[src/rtl/vid_pkg.sv]
// Shared definitions for the video line fetcher: FSM states, address step
// and default sizing.
package vid_pkg;

    typedef enum logic [2:0] {
        IDLE      = 3'd0,
        REQ       = 3'd1,
        WAIT_BUSY = 3'd2,
        WAIT_DONE = 3'd3,
        CAPTURE   = 3'd4
    } vid_state_e;

    localparam logic [21:0] ADDR_STEP            = 22'd4;
    localparam int          DEF_FETCHES_PER_LINE = 16;
    localparam int          DEF_FIFO_DEPTH       = 8;

endpackage

[src/rtl/vid_fetch_if.sv]
// SDRAM video-read port and pixel-shifter port of the line fetcher.
// rdv is a request held high until the controller acknowledges it by raising
// memvidbusy; the word pair is taken on the first cycle memvidbusy falls again.
interface vid_fetch_if;
    logic [21:0] vaddr;
    logic        rdv;
    logic        memvidbusy;
    logic [15:0] odata;
    logic [15:0] odata2;
    logic        pix_rd;
    logic [31:0] pix_data;
    logic        pix_empty;

    modport master (
        output vaddr, rdv, pix_data, pix_empty,
        input  memvidbusy, odata, odata2, pix_rd
    );

    modport slave (
        input  vaddr, rdv, pix_data, pix_empty,
        output memvidbusy, odata, odata2, pix_rd
    );
endinterface

[src/rtl/vid_fifo.sv]
// Synchronous FIFO with flush and a registered head word, so the entry at the
// read pointer is presented directly from a flop.
module vid_fifo #(
    parameter int DEPTH = 8,
    parameter int WIDTH = 32
) (
    input  logic                   clk,
    input  logic                   reset,
    input  logic                   flush,
    input  logic                   push,
    input  logic                   pop,
    input  logic [WIDTH-1:0]       din,
    output logic [WIDTH-1:0]       head,
    output logic                   empty,
    output logic [$clog2(DEPTH):0] count
);
    localparam int AW = $clog2(DEPTH);
    localparam int CW = AW + 1;
    localparam logic [AW-1:0] PTR_ONE  = AW'(1);
    localparam logic [CW-1:0] CNT_ONE  = CW'(1);
    localparam logic [CW-1:0] CNT_FULL = CW'(DEPTH);

    logic [WIDTH-1:0] mem_q [DEPTH];
    logic [AW-1:0]    wr_ptr_q, wr_ptr_d, rd_ptr_q, rd_ptr_d;
    logic [CW-1:0]    count_q, count_d;
    logic [WIDTH-1:0] head_q, head_d;
    logic             do_push, do_pop;

    always_comb begin
        do_pop   = pop && !flush && (count_q != '0);
        do_push  = push && !flush && ((count_q != CNT_FULL) || do_pop);
        wr_ptr_d = wr_ptr_q;
        rd_ptr_d = rd_ptr_q;
        count_d  = count_q;
        if (flush) begin
            wr_ptr_d = '0;
            rd_ptr_d = '0;
            count_d  = '0;
        end else begin
            if (do_push) wr_ptr_d = wr_ptr_q + PTR_ONE;
            if (do_pop)  rd_ptr_d = rd_ptr_q + PTR_ONE;
            if (do_push && !do_pop)      count_d = count_q + CNT_ONE;
            else if (!do_push && do_pop) count_d = count_q - CNT_ONE;
        end
        // A word written into the slot that becomes the head must bypass the array.
        if (count_d == '0)
            head_d = '0;
        else if (do_push && (wr_ptr_q == rd_ptr_d))
            head_d = din;
        else
            head_d = mem_q[rd_ptr_d];
    end

    always_ff @(posedge clk) begin
        if (do_push) mem_q[wr_ptr_q] <= din;
    end

    always_ff @(posedge clk) begin
        if (reset) begin
            wr_ptr_q <= '0;
            rd_ptr_q <= '0;
            count_q  <= '0;
            head_q   <= '0;
        end else begin
            wr_ptr_q <= wr_ptr_d;
            rd_ptr_q <= rd_ptr_d;
            count_q  <= count_d;
            head_q   <= head_d;
        end
    end

    assign head  = head_q;
    assign empty = (count_q == '0);
    assign count = count_q;
endmodule

[src/rtl/vid_fetch.sv]
// Video line fetcher: issues one SDRAM word-pair read at a time for a display
// line and queues the pairs for the pixel shifter.
module vid_fetch
    import vid_pkg::*;
#(
    parameter int FETCHES_PER_LINE = DEF_FETCHES_PER_LINE,
    parameter int FIFO_DEPTH       = DEF_FIFO_DEPTH
) (
    input  logic        clk,
    input  logic        reset,
    input  logic        line_start,
    input  logic [21:0] line_base,
    output logic        underrun,
    output vid_state_e  state_o,
    vid_fetch_if.master bus
);
    localparam int CW = $clog2(FIFO_DEPTH) + 1;
    localparam logic [7:0]    FETCH_CNT = 8'(FETCHES_PER_LINE);
    localparam logic [CW-1:0] DEPTH_CNT = CW'(FIFO_DEPTH);

    vid_state_e    state_q, state_d;
    logic [21:0]   cur_addr_q, cur_addr_d;
    logic [21:0]   vaddr_q, vaddr_d;
    logic [21:0]   pend_base_q, pend_base_d;
    logic [7:0]    remaining_q, remaining_d;
    logic          rdv_q, rdv_d;
    logic          discard_q, discard_d;
    logic          underrun_q, underrun_d;
    logic          push, pop, fifo_empty;
    logic [CW-1:0] fifo_count;
    logic [21:0]   base_aligned;

    assign base_aligned = line_base & ~22'h3;

    always_comb begin
        state_d     = state_q;
        cur_addr_d  = cur_addr_q;
        remaining_d = remaining_q;
        vaddr_d     = vaddr_q;
        discard_d   = discard_q;
        pend_base_d = pend_base_q;
        push        = 1'b0;
        case (state_q)
            IDLE: begin
                if (line_start) begin
                    cur_addr_d  = base_aligned;
                    remaining_d = FETCH_CNT;
                end else if ((remaining_q != '0) && (fifo_count < DEPTH_CNT)) begin
                    state_d = REQ;
                    vaddr_d = cur_addr_q;
                end
            end
            REQ:       state_d = WAIT_BUSY;
            WAIT_BUSY: if (bus.memvidbusy)  state_d = WAIT_DONE;
            WAIT_DONE: if (!bus.memvidbusy) state_d = CAPTURE;
            CAPTURE: begin
                state_d   = IDLE;
                discard_d = 1'b0;
                if (line_start) begin
                    cur_addr_d  = base_aligned;
                    remaining_d = FETCH_CNT;
                end else if (discard_q) begin
                    cur_addr_d  = pend_base_q;
                    remaining_d = FETCH_CNT;
                end else begin
                    push        = 1'b1;
                    cur_addr_d  = cur_addr_q + ADDR_STEP;
                    remaining_d = remaining_q - 8'd1;
                end
            end
            default: state_d = IDLE;
        endcase
        // A new line arriving mid-access lets the access finish but drops its data.
        if (line_start && (state_q inside {REQ, WAIT_BUSY, WAIT_DONE})) begin
            discard_d   = 1'b1;
            pend_base_d = base_aligned;
        end
        rdv_d = (state_d == REQ) || (state_d == WAIT_BUSY);
    end

    assign pop        = bus.pix_rd && !fifo_empty;
    assign underrun_d = underrun_q || (bus.pix_rd && fifo_empty && !line_start);

    always_ff @(posedge clk) begin
        if (reset) begin
            state_q     <= IDLE;
            cur_addr_q  <= '0;
            vaddr_q     <= '0;
            pend_base_q <= '0;
            remaining_q <= '0;
            rdv_q       <= 1'b0;
            discard_q   <= 1'b0;
            underrun_q  <= 1'b0;
        end else begin
            state_q     <= state_d;
            cur_addr_q  <= cur_addr_d;
            vaddr_q     <= vaddr_d;
            pend_base_q <= pend_base_d;
            remaining_q <= remaining_d;
            rdv_q       <= rdv_d;
            discard_q   <= discard_d;
            underrun_q  <= underrun_d;
        end
    end

    vid_fifo #(
        .DEPTH (FIFO_DEPTH),
        .WIDTH (32)
    ) u_fifo (
        .clk   (clk),
        .reset (reset),
        .flush (line_start),
        .push  (push),
        .pop   (pop),
        .din   ({bus.odata2, bus.odata}),
        .head  (bus.pix_data),
        .empty (fifo_empty),
        .count (fifo_count)
    );

    assign bus.vaddr     = vaddr_q;
    assign bus.rdv       = rdv_q;
    assign bus.pix_empty = fifo_empty;
    assign underrun      = underrun_q;
    assign state_o       = state_q;
endmodule

[src/flat_wrapper.sv]
// flat-port wrapper written by rule: the top's interface ports become plain ports
module vid_fetch_flat import vid_pkg::*;
#(
    parameter int FETCHES_PER_LINE = DEF_FETCHES_PER_LINE,
    parameter int FIFO_DEPTH       = DEF_FIFO_DEPTH
)
  (clk, reset, line_start, line_base, underrun, state_o, bus_vaddr, bus_rdv, bus_pix_data, bus_pix_empty, bus_memvidbusy, bus_odata, bus_odata2, bus_pix_rd);
  vid_fetch_if bus_i ();
  input  logic clk;
  input  logic reset;
  input  logic line_start;
  input  logic [21:0] line_base;
  output logic underrun;
  output vid_state_e state_o;
  output wire logic [$bits(bus_i.vaddr)-1:0] bus_vaddr;
  output wire logic [$bits(bus_i.rdv)-1:0] bus_rdv;
  output wire logic [$bits(bus_i.pix_data)-1:0] bus_pix_data;
  output wire logic [$bits(bus_i.pix_empty)-1:0] bus_pix_empty;
  input wire logic [$bits(bus_i.memvidbusy)-1:0] bus_memvidbusy;
  input wire logic [$bits(bus_i.odata)-1:0] bus_odata;
  input wire logic [$bits(bus_i.odata2)-1:0] bus_odata2;
  input wire logic [$bits(bus_i.pix_rd)-1:0] bus_pix_rd;
  assign bus_vaddr = bus_i.vaddr;
  assign bus_rdv = bus_i.rdv;
  assign bus_pix_data = bus_i.pix_data;
  assign bus_pix_empty = bus_i.pix_empty;
  assign bus_i.memvidbusy = bus_memvidbusy;
  assign bus_i.odata = bus_odata;
  assign bus_i.odata2 = bus_odata2;
  assign bus_i.pix_rd = bus_pix_rd;
  vid_fetch #(.FETCHES_PER_LINE(FETCHES_PER_LINE), .FIFO_DEPTH(FIFO_DEPTH)) u_core (.clk(clk), .reset(reset), .line_start(line_start), .line_base(line_base), .underrun(underrun), .state_o(state_o), .bus(bus_i));
endmodule
[config.mk]
export PLATFORM = sky130hd
export DESIGN_NAME = vid_fetch_flat
export DESIGN_NICKNAME = d
export VERILOG_FILES = /design/src/rtl/vid_pkg.sv /design/src/rtl/vid_fetch_if.sv /design/src/rtl/vid_fifo.sv /design/src/rtl/vid_fetch.sv /design/src/flat_wrapper.sv
export SDC_FILE = /design/constraint.sdc
export NUM_CORES = 1
export LEC_CHECK = 0
export CAP_MARGIN = 20
export CORE_MARGIN = 5
export CORE_UTILIZATION = 63
export CTS_CLUSTER_DIAMETER = 200
export CTS_CLUSTER_SIZE = 30
export DETAILED_ROUTE_END_ITERATION = 6
export GPL_TIMING_DRIVEN = 0
export HOLD_SLACK_MARGIN = 0.05
export PLACE_DENSITY = 0.95
export SYNTH_ARGS = -nofsm -noshare
export SYNTH_HDL_FRONTEND = slang
export SYNTH_HIERARCHICAL = 1
export SYNTH_SLANG_ARGS = --single-unit
[constraint.sdc]
create_clock -name clk -period 11.75 [get_ports clk]
set_clock_uncertainty 0.2 [all_clocks]
set_input_delay 1.175 -clock clk [delete_from_list [all_inputs] [get_ports clk]]
set_output_delay 1.175 -clock clk [all_outputs]
set_load 0.1 [all_outputs]
==> impl_metrics.env, run 1 <==
export IMPL_hold_violations=0
export IMPL_cts_root_buffer="clkbuf_16"
export IMPL_detail_route_antenna_nets=0
export IMPL_p_leak_nw=6.33
export IMPL_fin_crit_sh_pct=45.0
export IMPL_gp_congestion=0.920
export IMPL_synth_area_um2=15400
export IMPL_h_tree_depth=1
export IMPL_die_w_um=167
export IMPL_grt_usage_pct=27.6
export IMPL_hp_class="reg -> reg"
export IMPL_first_iter_violations=1284
export IMPL_layout_drive_gt1_share_pct=10.7
export IMPL_worst_pin_slew_ps=1050
export IMPL_holdBufCountCts=0
export IMPL_arrival_ps=5410
export IMPL_coreArea_um2=24200
export IMPL_status="finished, final reports clean"
export IMPL_yosys_area_share_xor_xnor_pct=0.681
export IMPL_tns_ps=0
export IMPL_initial_core_util_pct=63.6
export IMPL_required_ps=11870
export IMPL_tritoncts="yes"
export IMPL_async_reset_ff_share_pct=0
export IMPL_die_area_um2=27700
export IMPL_max_freq_mhz=189
export IMPL_syn_avg_cell_area_um2=12.7
export IMPL_setup_viol=0
export IMPL_synth_main_ff_cell="edfxtp_1"
export IMPL_ys_ff_latch=372
export IMPL_synth_compound_area_share_pct=12.3
export IMPL_final_instance_count_excl_fill=1693
export IMPL_antenna_found_initial=0
export IMPL_cts_buffers=16
export IMPL_synth_distinct_cells=75
export IMPL_grt_pass1_wl_mm=61.3
export IMPL_yosysSeqAreaShare_pct=64.9
export IMPL_n_fill_cell=1442
export IMPL_cts_resized=0
export IMPL_worstSetupStartpointType="input pin"
export IMPL_vdd_ir_drop_worst_mv=0.128
export IMPL_cpPeakStageDelay_ps=810
export IMPL_slowest_stage="a2111oi_4"
export IMPL_wl_per_cell_um=23.6
export IMPL_die_h_um=167
export IMPL_yosys_area_share_simple_pct=9.96
export IMPL_crit_type="in -> reg"
export IMPL_rsz0062_at_grt="no"
export IMPL_route_detailed_drc=0
export IMPL_yosysWarningCount=6
export IMPL_dr_pass1_iters=7
export IMPL_cts_setup_buffers=0
export IMPL_areaGrowthSynthToFinish_pct=14.9
export IMPL_synth_edff_count=256
export IMPL_synth_fa_ha_area_share_pct=0.486
export IMPL_cts_num_sinks=372
export IMPL_io_buffer_count=114
export IMPL_wirelength_mm=40.0
export IMPL_synthMuxAreaShare_pct=8.05
export IMPL_syn_instance_count=1214
export IMPL_n_antenna_cell=0
export IMPL_cpMostUsedCell="clkbuf_1"
export IMPL_clock_latency_ps=520
export IMPL_grt_max_degree=32
export IMPL_io_pins=119
export IMPL_path_cells="clkdlybuf4s50_1 > clkbuf_1 > nor4b_1 > nand2_1 > inv_1 > clkbuf_1 > nand2b_1 > a211oi_2 > a22oi_1 > xnor2_1 > a2111oi_4 > buf_6 > a311oi_1"
export IMPL_path_clk_slew_ps=110
export IMPL_via_count=11071
export IMPL_dp_cells=1665
export IMPL_vias_per_cell=6.54
export IMPL_grt_overflow_total=0
export IMPL_cp_max_fo=11
export IMPL_synth_top_family_by_area="compound AO/OA/AOI/OAI gates"
export IMPL_drv_slew=0
export IMPL_hpwl_mm=25.6
export IMPL_slew_headroom_pct=29.6
export IMPL_cap_violations=0
export IMPL_num_rows=57
export IMPL_cts_buffer_depth=3
export IMPL_cp_end_kind="flop"
export IMPL_grt_pass1_vias=11234
export IMPL_nets=1424
export IMPL_fin_crit_ps=5280
export IMPL_post_route_util_pct=73.1
export IMPL_powerDensity_nw_per_um2=125
metal layers:
metal / share of wire, % / GRT usage (%) / vias up / wire [um]
li1: - / - / 4792 / -
met1: 36 / 34.4 / 5292 / 14400
met2: 50 / 48.4 / 826 / 19900
met3: 10 / 4.65 / 161 / 4040
met4: 4.2 / 11.4 / 0 / 1700
met5: 0 / 0 / - / 0
power by group:
part	internal (mW)	switching, mW	total [mW]
sequential	1.41	0.0122	1.42
combinational	0.0466	0.0868	0.133
clock	0.280	0.388	0.667
layout make-up:
type / count / area (um^2) / share of cell area [%]
timing repair buffer: 126 / 1350 / 7.62
clock inverter: 1 / 20.0 / 0.113
sequential: 372 / 10000 / 56.5
buffer: 82 / 490 / 2.77
multi-input combinational: 745 / 4920 / 27.7
inverter: 16 / 72.6 / 0.409
clock buffer: 27 / 463 / 2.61
tap: 324 / 405 / 2.29
worst paths after layout:
check,from,to,slack (ps),cells past startpoint
hold reg to reg,u_core/pend_base_q[16],u_core/pend_base_q[16],260,2
setup reg to reg,u_core/u_fifo/count[0],u_core/u_fifo/head[13],7170,14
setup / recovery,line_start,u_core/u_fifo/head[16],6470,13
hold / removal,u_core/pend_base_q[16],u_core/pend_base_q[16],260,2
cells in the mapped netlist, drive strengths merged (7+ instances only):
master / instances / area (um^2)
a211oi: 15 / 130
a21o: 38 / 287
a21oi: 77 / 385
a311oi: 35 / 382
a31oi: 8 / 50.1
buf: 40 / 332
clkbuf: 42 / 159
dfxtp: 116 / 2320
edfxtp: 256 / 7690
inv: 15 / 56.3
mux2: 33 / 372
mux2i: 87 / 871
nand2: 134 / 503
nand2b: 9 / 56.3
nand3: 14 / 70.1
nand4: 7 / 43.8
nor2: 104 / 395
nor3: 21 / 110
o21ai: 30 / 150
o22ai: 34 / 213
xnor2: 9 / 78.8
worst max-delay path, delay by kind of cell:
family                 cells  cell delay, ps
AO/OA/AOI/OAI              4            1510
XOR/XNOR                   1             200
buffers and inverters      5            1680
AND/OR/NAND/NOR            3             830
stage by stage:
stage | total power [mW] | area [um^2] | hold WS [ps] | setup WS (ps)
2_1_floorplan | 1.52 | 15400 | 232 | 6140
3_3_place_gp | 1.57 | 17000 | 241 | 3210
3_5_place_dp | 1.58 | 17200 | 243 | 6120
4_1_cts | 2.22 | 17700 | 260 | 6600
5_1_grt | 2.28 | 17700 | 294 | 6260
6_report | 2.22 | 17700 | 259 | 6470
registers in the layout (all words and copies together), names as in the netlist:
register,cells
u_core/bus.rdv,1
u_core/bus.vaddr,20
u_core/cur_addr_q,20
u_core/discard_q,1
u_core/pend_base_q,20
u_core/remaining_q,8
u_core/state_o,3
u_core/u_fifo/count,4
u_core/u_fifo/head,32
u_core/u_fifo/mem_q,256
u_core/u_fifo/rd_ptr_q,3
u_core/u_fifo/wr_ptr_q,3
u_core/underrun,1
placed cells by master, fill, tap and decap left out, types with 8 or more instances in the layout:
master             n
a211oi_1          13
a21o_1            37
a21oi_1           77
a311oi_1          23
a311oi_2          12
a31oi_1            8
buf_2             19
buf_6             11
clkbuf_1          51
clkbuf_16         17
clkdlybuf4s50_1  114
dfxtp_1          116
edfxtp_1         256
inv_1             15
mux2_2            33
mux2i_1           87
nand2_1          134
nand2b_1           9
nand3_1           14
nor2_1            96
nor3_1            18
o21ai_0           29
o22ai_1           34
xnor2_1            9
kinds of logic (layout without fill, tap and decap cells):
logic type,after synthesis,in the layout
mux,120,120
other cells,1,2
xor+xnor,12,12
simple gates,337,337
compound gates,268,268
flops,372,372
buf+inv,98,252
fa+ha+maj,6,6
No activity file was read; power rests on OpenSTA's default activity.
==> inputs of run 2 (changes only) <==
- CORE_UTILIZATION: 63 -> 53
- PLACE_DENSITY: 0.95 -> 0.86
- clock period: 11.75 -> 4.33 ns (I/O delays scaled with it)
==> run 2 against run 1 <==
Effect of this change:
- die area increased by 18%
- sequential share of layout area decreased by 0.45 points
- worst hold slack got worse by 1.2 ps
- first-iteration DRC count decreased by 19%
- non-clock buffer count decreased by 1
- critical path type is now reg -> reg
- utilization decreased by 11 points
- largest power group unchanged
- clock-buffer cell count decreased by 1
- critical endpoint is now u_core/u_fifo/head[12]
==> impl_metrics.env, run 2 (synthesis results as in run 1) <==
export IMPL_wirelength_mm=36.9
export IMPL_die_area_um2=32600
export IMPL_h_tree_depth=1
export IMPL_cp_top_family="simple AND/OR/NAND/NOR gates"
export IMPL_io_buffer_count=114
export IMPL_first_iter_violations=1046
export IMPL_cp_end_kind="flop"
export IMPL_cts_root_buffer="clkbuf_16"
export IMPL_fin_area_um2=17900
export IMPL_detail_route_antenna_nets=0
export IMPL_dr_pass1_iters=5
export IMPL_initial_core_util_pct=53.8
export IMPL_setup_viol=0
export IMPL_grt_overflow_total=0
export IMPL_grt_pass1_wl_mm=56.8
export IMPL_vdd_ir_drop_worst_mv=0.251
export IMPL_slew_headroom_pct=31.1
export IMPL_cpMostUsedCell="buf_2"
export IMPL_cts_buffer_depth=3
export IMPL_n_fill_cell=2101
export IMPL_die_h_um=181
export IMPL_clock_latency_ps=520
export IMPL_fin_crit_ps=4020
export IMPL_required_ps=4510
export IMPL_coreArea_um2=28700
export IMPL_nets=1423
export IMPL_regMostFlops="u_core/u_fifo/mem_q"
export IMPL_areaGrowthSynthToFinish_pct=15.8
export IMPL_hp_class="reg -> reg"
export IMPL_antenna_found_initial=1
export IMPL_fin_ws_ps=313
export IMPL_path_cells="inv_1 > ha_1 > or3b_1 > buf_6 > clkinv_8 > nor2b_2 > nor2b_1 > a211oi_4 > nor2_4 > buf_2 > buf_2 > nand2_1 > a21o_1 > a311oi_1"
export IMPL_path_clk_slew_ps=110
export IMPL_cp_max_fo=11
export IMPL_hpwl_mm=24.3
export IMPL_place_ws_ps=-575
export IMPL_arrival_ps=4200
export IMPL_cap_violations=0
export IMPL_grt_usage_pct=21.6
export IMPL_vias_per_cell=6.05
export IMPL_rsz0062_at_grt="no"
export IMPL_crit_type="reg -> reg"
export IMPL_final_common_cell="edfxtp_1"
export IMPL_num_rows=62
export IMPL_p_leak_nw=6.32
export IMPL_cts_num_sinks=372
export IMPL_layout_drive_gt1_share_pct=10.9
export IMPL_cpPeakStageDelay_ps=430
export IMPL_dpl_cell_area_um2=17400
export IMPL_via_count=10601
export IMPL_largest_reg_flops=256
export IMPL_cts_buffers=16
export IMPL_max_freq_mhz=249
export IMPL_gp_congestion=0.873
export IMPL_status="finished, final reports clean"
export IMPL_post_route_util_pct=62.3
export IMPL_io_pins=119
export IMPL_drv_slew=0
export IMPL_whs_ps=258
export IMPL_powerDensity_nw_per_um2=336
export IMPL_tritoncts="yes"
export IMPL_worst_pin_slew_ps=1030
export IMPL_grt_max_degree=32
export IMPL_die_w_um=181
export IMPL_slowest_stage="dfxtp_1"
export IMPL_route_detailed_drc=0
export IMPL_fin_crit_sh_pct=92.8
export IMPL_worstSetupStartpointType="flop"
export IMPL_path_buf_inv=5
export IMPL_wl_per_cell_um=21.1
export IMPL_grt_pass1_vias=10427
export IMPL_most_common_layout_cells="256 x edfxtp_1, 134 x nand2_1, 116 x dfxtp_1"
export IMPL_hold_violations=0
## run 2: cell types whose count changed in the layout (fill, tap and decap cells not counted), moves of 2 or more
cell	change
buf_12	-3
buf_16	+5
buf_4	+2
buf_6	-4
clkbuf_1	-3
nor3_2	-2
nor3_4	+2
## run 2: what timing repair did
| item | 4_1_cts | 5_1_grt |
|---|---|---|
| hold endpoints to repair | 0 | 0 |
| pin swaps | 1 | 0 |
| hold buffers | 0 | 0 |
| gates resized for setup | 1 | 4 |
| endpoints found under the setup margin | 28 | 169 |
| gates cloned | 0 | 0 |
| buffers inserted | 2 | 0 |
## run 2: per-layer routing
layer,vias to the layer above,GRT usage [%],wire (um)
met5,-,0,0
met4,0,7.02,1060
met3,81,3.82,3300
met2,555,37.7,18400
met1,5167,27.5,14200
li1,4798,-,-
## run 2: worst reg2reg max path: cells and delay by family (launching register included)
| family | cells | cell delay (ps) |
|---|---|---|
| AO/OA/AOI/OAI | 3 | 720 |
| flip-flops | 1 | 430 |
| buffers and inverters | 5 | 1000 |
| AND/OR/NAND/NOR | 5 | 1290 |
| adder cells (fa/ha/maj) | 1 | 260 |
## run 2: per-stage QoR
| stage | power [mW] | TNS [ps] | instances |
|---|---|---|---|
| floorplan | 4.13 | -24590 | 1215 |
| global placement | 4.27 | -353100 | 1713 |
| detailed placement | 4.28 | -63110 | 1723 |
| CTS | 6.02 | 0 | 1752 |
| global route | 6.19 | 0 | 1752 |
| finish | 6.01 | 0 | 1752 |
## run 2: final timing paths
| path | start | endpoint | slack (ps) | depth (start not counted) |
|---|---|---|---|---|
| setup / recovery | u_core/u_fifo/count[0] | u_core/u_fifo/head[12] | 310 | 14 |
| hold / removal | u_core/pend_base_q[9] | u_core/pend_base_q[9] | 260 | 2 |
| setup reg to reg | u_core/u_fifo/count[0] | u_core/u_fifo/head[12] | 310 | 14 |
| hold reg to reg | u_core/pend_base_q[9] | u_core/pend_base_q[9] | 260 | 2 |
## run 2: cell type report
class / instances / area (um^2) / area share, %
diodes: 1 / 2.50 / 0.0140
plain buffers: 81 / 488 / 2.73
repair buffers: 126 / 1400 / 7.83
flip-flops and latches: 372 / 10000 / 56.0
clock inverters: 1 / 20.0 / 0.112
well taps: 384 / 480 / 2.69
inverters: 16 / 76.3 / 0.427
multi-input cells: 745 / 4940 / 27.6
clock buffers: 26 / 459 / 2.57
## run 2: power by group
group / total, mW / switching, mW / internal [mW]
registers: 3.85 / 0.0315 / 3.82
logic: 0.355 / 0.229 / 0.127
clock network: 1.80 / 1.04 / 0.755
total: 6.01 / 1.30 / 4.70
==> inputs of run 3 (changes only) <==
- CORE_MARGIN: 5 -> not set
==> run 3 against run 2 <==
Effect of this change:
- global-route usage up 2.0 points
- critical path depth unchanged
- flip-flop and latch count unchanged
- critical endpoint is now u_core/u_fifo/head[13]
- maximum frequency shrank 1.4%
- via count down 0.57%
- total power up 0.14%
- clock-buffer cell count grew 1
- wire length down 2.2%
- clock power barely moved
- sequential power is essentially flat
==> impl_metrics.env, run 3 (synthesis results as in run 1) <==
export IMPL_slowest_stage="a311oi_1"
export IMPL_route_detailed_drc=0
export IMPL_p_switching_mw=1.31
export IMPL_first_iter_violations=860
export IMPL_cp_end_kind="flop"
export IMPL_nets=1422
export IMPL_hpwl_mm=23.4
export IMPL_grt_pass1_vias=10311
export IMPL_n_fill_cell=2092
export IMPL_path_buf_inv=5
export IMPL_slew_headroom_pct=29.2
export IMPL_wirelength_mm=36.1
export IMPL_worst_pin_slew_ps=1050
export IMPL_grt_usage_pct=23.6
export IMPL_place_ws_ps=-594
export IMPL_rr_worst_depth=14
export IMPL_cp_max_fo=11
export IMPL_cts_root_buffer="clkbuf_16"
export IMPL_crit_cells=14
export IMPL_antenna_found_initial=2
export IMPL_cts_buffers=16
export IMPL_internal_power_mw=4.71
export IMPL_power_frac_clock_pct=30.0
export IMPL_regMostFlops="u_core/u_fifo/mem_q"
export IMPL_vias_per_cell=6.02
export IMPL_crit_type="reg -> reg"
export IMPL_grt_overflow_total=0
export IMPL_path_clk_slew_ps=120
export IMPL_cap_violations=0
export IMPL_netSwitchingFraction_pct=21.7
export IMPL_layout_drive_gt1_share_pct=10.8
export IMPL_tritoncts="yes"
export IMPL_vdd_ir_drop_worst_mv=0.314
export IMPL_rsz0062_at_grt="no"
export IMPL_areaGrowthSynthToFinish_pct=15.7
export IMPL_cts_buffer_depth=3
export IMPL_rrSetupSlack_ps=260
export IMPL_io_pins=119
export IMPL_die_w_um=173
export IMPL_powerDensity_nw_per_um2=337
export IMPL_grt_pass1_wl_mm=55.4
export IMPL_grt_max_degree=32
export IMPL_dr_pass1_iters=7
export IMPL_required_ps=4500
export IMPL_hp_class="reg -> reg"
export IMPL_path_cells="inv_1 > ha_1 > or3b_1 > buf_6 > clkinv_8 > nor2b_2 > nor2b_1 > a211oi_4 > nor2_4 > buf_2 > buf_2 > nand2_1 > a21o_1 > a311oi_1"
export IMPL_wl_met2_mm=18.3
export IMPL_coreArea_um2=28700
export IMPL_whs_ps=261
export IMPL_wl_per_cell_um=20.6
export IMPL_pwr_share_comb_pct=5.9
export IMPL_worstSetupStartpointType="flop"
export IMPL_drv_slew=0
export IMPL_arrival_ps=4240
export IMPL_hold_violations=0
export IMPL_cts_num_sinks=372
export IMPL_gp_congestion=0.880
export IMPL_fin_crit_sh_pct=94.0
export IMPL_fin_crit_ps=4070
export IMPL_final_common_cell="edfxtp_1"
export IMPL_dp_cells=1723
export IMPL_h_tree_depth=1
export IMPL_die_h_um=173
export IMPL_detail_route_antenna_nets=0
export IMPL_most_common_layout_cells="256 x edfxtp_1, 134 x nand2_1, 116 x dfxtp_1"
export IMPL_io_buffer_count=114
export IMPL_initial_core_util_pct=53.8
export IMPL_largest_reg_flops=256
export IMPL_power_mw=6.01
export IMPL_num_rows=62
export IMPL_hold_depth=2
export IMPL_cpMostUsedCell="buf_2"
export IMPL_max_freq_mhz=246
export IMPL_cp_top_family="simple AND/OR/NAND/NOR gates"
export IMPL_cpPeakStageDelay_ps=460
export IMPL_final_instance_count_excl_fill=1752
export IMPL_fin_ws_ps=258
export IMPL_via_count=10541
export IMPL_die_area_um2=29800
export IMPL_top_layer_used="met4"
export IMPL_setup_viol=0
export IMPL_p_leak_nw=6.31
export IMPL_wl_met1_mm=13.5
export IMPL_p_seq_share_pct=64.1
export IMPL_status="finished, final reports clean"
export IMPL_clock_latency_ps=520
export IMPL_met3WireLength_mm=3.25
==> run 3: metal layers <==
metal  vias up  track usage [%]
met4         0             8.56
met3        79             3.12
met2       603             41.6
met1      5066             29.7
met5         -                0
li1       4793                -
==> run 3: worst register-to-register path: cells and delay by family (launching register included) <==
family / cells / cell delay [ps]
AND/OR/NAND/NOR: 5 / 1220
buffers and inverters: 5 / 1030
AO/OA/AOI/OAI: 3 / 750
flip-flops: 1 / 450
adder cells (fa/ha/maj): 1 / 270
==> run 3: power groups by stage <==
stage | Combinational, mW | Sequential (mW) | Clock (mW)
finish | 0.356 | 3.85 | 1.80
global route | 0.380 | 3.86 | 1.94
CTS | 0.351 | 3.85 | 1.82
detailed placement | 0.349 | 3.93 | 0
global placement | 0.339 | 3.93 | 0
floorplan | 0.151 | 3.98 | 0
==> run 3: path summary, 6_finish.rpt <==
kind,from,endpoint
min reg2reg,u_core/pend_base_q[5],u_core/pend_base_q[5]
max reg2reg,u_core/u_fifo/count[0],u_core/u_fifo/head[13]
min,u_core/pend_base_q[5],u_core/pend_base_q[5]
max,u_core/u_fifo/count[0],u_core/u_fifo/head[13]
==> run 3: cell type report <==
| type | instances | area [um^2] | area share, % |
|---|---|---|---|
| diodes | 1 | 2.50 | 0.0140 |
| plain buffers | 81 | 488 | 2.73 |
| clock buffers | 27 | 463 | 2.59 |
| clock inverters | 1 | 20.0 | 0.112 |
| inverters | 16 | 76.3 | 0.427 |
| multi-input cells | 745 | 4940 | 27.7 |
| flip-flops and latches | 372 | 10000 | 56.1 |
| well taps | 384 | 480 | 2.69 |
| repair buffers | 125 | 1380 | 7.72 |
==> run 3: timing repair <==
action,in CTS,in global routing
pin swaps,1,0
gates resized for setup,1,4
hold endpoints to repair,0,0
hold buffers,0,0
buffers inserted,1,0
setup endpoints to repair,13,31
==> run 3: through the flow <==
| stage | TNS [ps] | cell area [um^2] | util [%] |
|---|---|---|---|
| after floorplan | -24590 | 15500 | - |
| final | 0 | 17900 | 62.2 |
| after detailed placement | -32930 | 17300 | 60.4 |
| after global routing | 0 | 17900 | 62.2 |
| after CTS | 0 | 17800 | 62.2 |
| after global placement | -349430 | 17100 | 59.5 |
